`config.mk`:
```
export PLATFORM = sky130hd
export DESIGN_NAME = if_fetch_unit
export DESIGN_NICKNAME = d
export VERILOG_FILES = /design/src/rtl/mips_if_pkg.sv /design/src/rtl/if_fetch_queue.sv /design/src/rtl/if_fetch_unit.sv
export SDC_FILE = /design/constraint.sdc
export NUM_CORES = 1
export LEC_CHECK = 0
export ABC_AREA = 1
export CORE_MARGIN = 2
export CORE_UTILIZATION = 54
export DETAILED_ROUTE_END_ITERATION = 10
export GPL_TIMING_DRIVEN = 0
export PLACE_DENSITY = 0.85
export SYNTH_ARGS = -nofsm -noshare
export SYNTH_HDL_FRONTEND = slang
export SYNTH_SLANG_ARGS = --single-unit
```
`constraint.sdc`:
```
create_clock -name Clk -period 9.95 [get_ports Clk]
set_clock_uncertainty 0.1 [all_clocks]
set_input_delay 0.995 -clock Clk [delete_from_list [all_inputs] [get_ports Clk]]
set_output_delay 0.995 -clock Clk [all_outputs]
set_load 0.02 [all_outputs]
```
`src/rtl/mips_if_pkg.sv`:
```
// Shared types for the MIPS32 instruction-fetch stage: NOP encoding, fetch-queue entry
// and fetch FSM states.
package mips_if_pkg;

  localparam logic [31:0] MIPS_NOP = 32'h0000_0000;

  typedef struct packed {
    logic [31:0] instr;
    logic [31:0] pc4;
  } fetch_entry_t;

  typedef enum logic [1:0] {
    S_BOOT = 2'd0,
    S_RUN  = 2'd1,
    S_HALT = 2'd2
  } fetch_state_t;

endpackage

```
`src/rtl/if_fetch_queue.sv`:
```
// Synchronous FIFO of fetch entries. Flush beats push, pop on empty is ignored, and a
// push alongside a pop is accepted even when full.
module if_fetch_queue
  import mips_if_pkg::*;
#(
  parameter int DEPTH = 2
) (
  input  logic         clk,
  input  logic         rst,
  input  logic         push,
  input  logic         pop,
  input  logic         flush,
  input  fetch_entry_t push_data,
  output fetch_entry_t head,
  output logic         full,
  output logic         empty
);

  localparam int AW = $clog2(DEPTH);

  // Pointers carry one extra wrap bit so full and empty are distinguishable.
  logic [AW:0]  wr_ptr;
  logic [AW:0]  rd_ptr;
  fetch_entry_t slots [DEPTH];
  logic         do_push;
  logic         do_pop;

  assign empty   = (wr_ptr == rd_ptr);
  assign full    = (wr_ptr[AW] != rd_ptr[AW]) && (wr_ptr[AW-1:0] == rd_ptr[AW-1:0]);
  assign do_pop  = pop && !empty && !flush;
  assign do_push = push && !flush && (!full || do_pop);
  assign head    = slots[rd_ptr[AW-1:0]];

  always_ff @(posedge clk or posedge rst) begin
    if (rst) begin
      wr_ptr <= '0;
      rd_ptr <= '0;
    end else if (flush) begin
      wr_ptr <= '0;
      rd_ptr <= '0;
    end else begin
      if (do_push) wr_ptr <= wr_ptr + (AW+1)'(1);
      if (do_pop)  rd_ptr <= rd_ptr + (AW+1)'(1);
    end
  end

  always_ff @(posedge clk) begin
    if (do_push) slots[wr_ptr[AW-1:0]] <= push_data;
  end

endmodule

```
`src/rtl/if_fetch_unit.sv`:
```
// MIPS32 instruction-fetch unit: PC register, fetch FSM and redirect handling feeding a
// small fetch queue. Optional macro FETCH_BOUNDS_CHECK_EN adds the Fetch_Fault bounds check.
module if_fetch_unit
  import mips_if_pkg::*;
#(
  parameter logic [31:0] PC_RESET    = 32'h0000_0000,
  parameter int          QUEUE_DEPTH = 2,
  parameter int          IMEM_WORDS  = 1024
) (
  input  logic        Clk,
  input  logic        Reset,
  output logic [31:0] PC_IF,
  input  logic [31:0] Instruction_IF,
  input  logic        Branch_Taken,
  input  logic [31:0] Branch_Target,
  input  logic        Halt,
  output logic [31:0] Instr_ID,
  output logic [31:0] PC4_ID,
  output logic        Valid_ID,
  input  logic        Ready_ID
`ifdef FETCH_BOUNDS_CHECK_EN
  ,
  output logic        Fetch_Fault
`endif
);

  // ID handshake: an entry transfers in any cycle where Valid_ID && Ready_ID at the rising
  // edge; Valid_ID never depends on Ready_ID, and a redirect does not void that transfer.

  logic [31:0]  pc;
  logic [31:0]  pc4;
  fetch_state_t state;
  logic         fetch;
  logic         pop;
  logic         full;
  logic         empty;
  fetch_entry_t push_entry;
  fetch_entry_t head;
  logic         unused_target_lsbs;

  assign unused_target_lsbs = ^Branch_Target[1:0];
  assign pc4   = pc + 32'd4;
  assign PC_IF = {2'b00, pc[31:2]};
  assign pop   = !empty && Ready_ID;
  assign fetch = (state == S_RUN) && !Halt && !Branch_Taken && (!full || pop);

`ifdef FETCH_BOUNDS_CHECK_EN
  logic fault;
  logic out_of_range;
  logic fault_now;

  assign out_of_range     = ({2'b00, pc[31:2]} >= 32'(IMEM_WORDS));
  assign fault_now        = fetch && out_of_range;
  assign push_entry.instr = out_of_range ? MIPS_NOP : Instruction_IF;
  assign Fetch_Fault      = fault;
`else
  localparam int unused_imem_words = IMEM_WORDS;
  assign push_entry.instr = Instruction_IF;
`endif
  assign push_entry.pc4 = pc4;

  always_ff @(posedge Clk or posedge Reset) begin
    if (Reset) begin
      pc <= PC_RESET;
    end else if (Branch_Taken) begin
      pc <= {Branch_Target[31:2], 2'b00};
    end else if (fetch) begin
      pc <= pc4;
    end
  end

  always_ff @(posedge Clk or posedge Reset) begin
    if (Reset) begin
      state <= S_BOOT;
`ifdef FETCH_BOUNDS_CHECK_EN
      fault <= 1'b0;
`endif
    end else begin
      case (state)
        S_BOOT:  state <= S_RUN;
        S_RUN:   if (Halt)  state <= S_HALT;
        S_HALT:  if (!Halt) state <= S_RUN;
        default: state <= S_BOOT;
      endcase
`ifdef FETCH_BOUNDS_CHECK_EN
      // A bounds fault parks the FSM in S_HALT until the next reset.
      if (fault_now) fault <= 1'b1;
      if (fault_now || fault) state <= S_HALT;
`endif
    end
  end

  if_fetch_queue #(
    .DEPTH(QUEUE_DEPTH)
  ) u_queue (
    .clk      (Clk),
    .rst      (Reset),
    .push     (fetch),
    .pop      (pop),
    .flush    (Branch_Taken),
    .push_data(push_entry),
    .head     (head),
    .full     (full),
    .empty    (empty)
  );

  assign Valid_ID = !empty;
  assign Instr_ID = empty ? 32'h0 : head.instr;
  assign PC4_ID   = empty ? 32'h0 : head.pc4;

endmodule

```
==> impl_metrics.ini <==
[clock_network]
cts_hold_buf = 0
clkTransAtPathRegs_ns = 0.06
clock_latency_ns = 0.42
htreeDepth = 4
cts_root_buffer = clkbuf_16
clockBufferDepth = 2
cts.sinks = 160
post_cts_resize_count = 0
cts_tree = built
cts_made_buffers = 17
cts_setup_buffers = 0

[finish]
diodes = 0
drive_gt1_frac = 0.0737
fin_nets = 1021
finalInstanceArea_um2 = 9760
final_cells = 1140
area_growth_pct = 33.5
num-fill-cells = 949

[logic_synthesis]
syn_area_um2 = 7310
syn_inst = 768
seq_area_frac_synth = 0.632
avgSynthCellArea_um2 = 9.52
synth.distinct_cells = 28
synth_seq_cells = 160
ys_warn_count = 0

[critical_path]
reg2reg_slack_ns = 7.31
worst-setup-path-type = reg -> out
end_kind = primary output
critPathRequiredTime_ns = 8.86
startpoint_type = flop
crit_fanout = 10
crit_arrival_ns = 2.51

[placement]
dp_cells = 1108
place_congestion = 0.923
dp_hpwl_mm = 12.1
portBuffers = 158
post_dp_cell_area_um2 = 9200

[drt]
firstDrtPassIters = 6
detail-route-antenna-nets = 0
via_count = 5862
viasPerCell = 5.14
wire_per_inst_um = 14.8
drcViolationCount = 0
routed_wl_mm = 16.9
drtIter0Drc = 460

[power_and_ir_drop]
power.density_nw_per_um2 = 238
irDropWorstVdd_mv = 0.134
leakagePower_uw = 0.00385
p_total_uw = 2320

[sta]
slew_violations = 0
fmax_mhz = 277
slew-limit-headroom = 0.475
period_share = 0.363
setup_viol = 0
grt_setup_unrepaired = no
fin_crit_ns = 3.61
final-hold-violation-count = 0
worst_pin_slew_ns = 0.786
tns_ns = 0
holdWs_ns = 0.414

[die]
dieWidth_um = 120
design.core.area_um2 = 13200
start_util = 0.552
dieArea_um2 = 14500
num_rows = 42
io_pins = 166
die_h_um = 120

[outcome]
status = completed

[global_route]
grt_start_max_net_pins = 40
grt_pass1_wl_mm = 26.6
antenna_found_initial = 0
grt_use_total = 0.243
grt-ovfl-total = 0
grt_pass1_vias = 5536

[worst_hold_path]
holdCritPathClass = reg -> reg

[job]
drv_cap = 0
==> kinds of logic (layout without fill, tap and decap cells) <==
kind of cell	Yosys count	after routing	synth area share
simple gates	431	431	0.248
fa+ha+maj	1	1	0.00171
xor+xnor	10	10	0.0120
flops	160	160	0.632
compound gates	76	76	0.0525
other cells	1	4	0.000513
buf+inv	89	282	0.0529
==> layout by cell type (no fill, tap or decap), types with 2 or more instances in the layout <==
master and count:
a21oi_1 63, and2_1 8, buf_12 2, buf_2 9, buf_4 9, bufinv_16 2, clkbuf_1 23, clkbuf_16 17
clkbuf_8 2, clkdlybuf4s50_1 158, clkinv_2 3, conb_1 4, dfrtp_1 36, edfxtp_1 124, inv_1 47, inv_2 5
nand2_1 303, nand2_2 5, nand3_1 66, nand3b_1 3, nor2_1 30, nor2_2 6, nor2_4 7, nor3_1 2
o21ai_0 8, o21ai_1 3, xnor2_1 6, xor2_1 4
==> flip-flops by register name (all words and copies together) (netlist names) <==
register	flops
pc	30
u_queue.slots	124
u_queue.rd_ptr	2
u_queue.wr_ptr	2
state	2
==> critical path, cell delays in order, from the launching register on <==
cell             delay, ns
dfrtp_1               0.38
inv_1                 0.07
buf_2                 0.25
clkbuf_1              0.37
nand2_1               0.11
a21oi_1               0.25
clkdlybuf4s50_1       0.66
==> report_power, final <==
group | internal [uW] | switching, uW | total, uW
sequential | 817 | 58.9 | 876
combinational | 335 | 497 | 832
clock | 380 | 234 | 614
==> routing by layer <==
| metal | routed length, um | vias to the layer above | share of wire | track usage |
|---|---|---|---|---|
| li1 | - | 2896 | - | - |
| met3 | 1130 | 26 | 0.067 | 0.0585 |
| met4 | 308 | 0 | 0.018 | 0.0916 |
| met2 | 8430 | 232 | 0.50 | 0.406 |
| met5 | 0 | - | 0 | 0 |
| met1 | 7010 | 2708 | 0.42 | 0.307 |
==> synthesized netlist by cell type (all sizes together) <==
| cell type | instances | area (um2) |
|---|---|---|
| xor2 | 4 | 35.0 |
| and2 | 8 | 50.1 |
| conb | 1 | 3.75 |
| nor3 | 2 | 10.0 |
| buf | 20 | 128 |
| inv | 52 | 195 |
| o22ai | 1 | 6.26 |
| o211ai | 1 | 7.51 |
| o21ai | 11 | 55.1 |
| nand3 | 66 | 330 |
| edfxtp | 124 | 3720 |
| clkbuf | 17 | 63.8 |
| xnor2 | 6 | 52.6 |
| nor2 | 43 | 221 |
| dfrtp | 36 | 901 |
| nand3b | 3 | 22.5 |
| a21oi | 63 | 315 |
| nand2 | 309 | 1180 |
| ha | 1 | 12.5 |
==> final cells by class <==
cell class              instances  area [um2]  area share
inverters                      52         195      0.0200
multi-input cells             522        2320       0.238
well taps                     176         220      0.0226
flip-flops and latches        160        4620       0.474
clock inverters                 7        86.3     0.00884
repair buffers                161        1650       0.169
plain buffers                  37         191      0.0196
clock buffers                  25         475      0.0487
==> stage by stage <==
stage,worst slack (ns),util
detailed placement,6.43,0.695
global placement,3.36,0.689
finish,6.34,0.737
floorplan,5.10,-
global route,6.16,0.737
CTS,6.29,0.737
==> path summary, 6_finish.rpt <==
check / from / to / cells past startpoint
min reg2reg: state[0] / state[0] / 1
min in group asynchronous: Reset / state[0] / 2
min: state[0] / state[0] / 1
max reg2reg: u_queue.rd_ptr[0] / u_queue.slots[1][46] / 9
max in group asynchronous: Reset / pc[31] / 2
max: u_queue.rd_ptr[0] / PC4_ID[20] / 6
No activity file was read; power rests on OpenSTA's default activity.
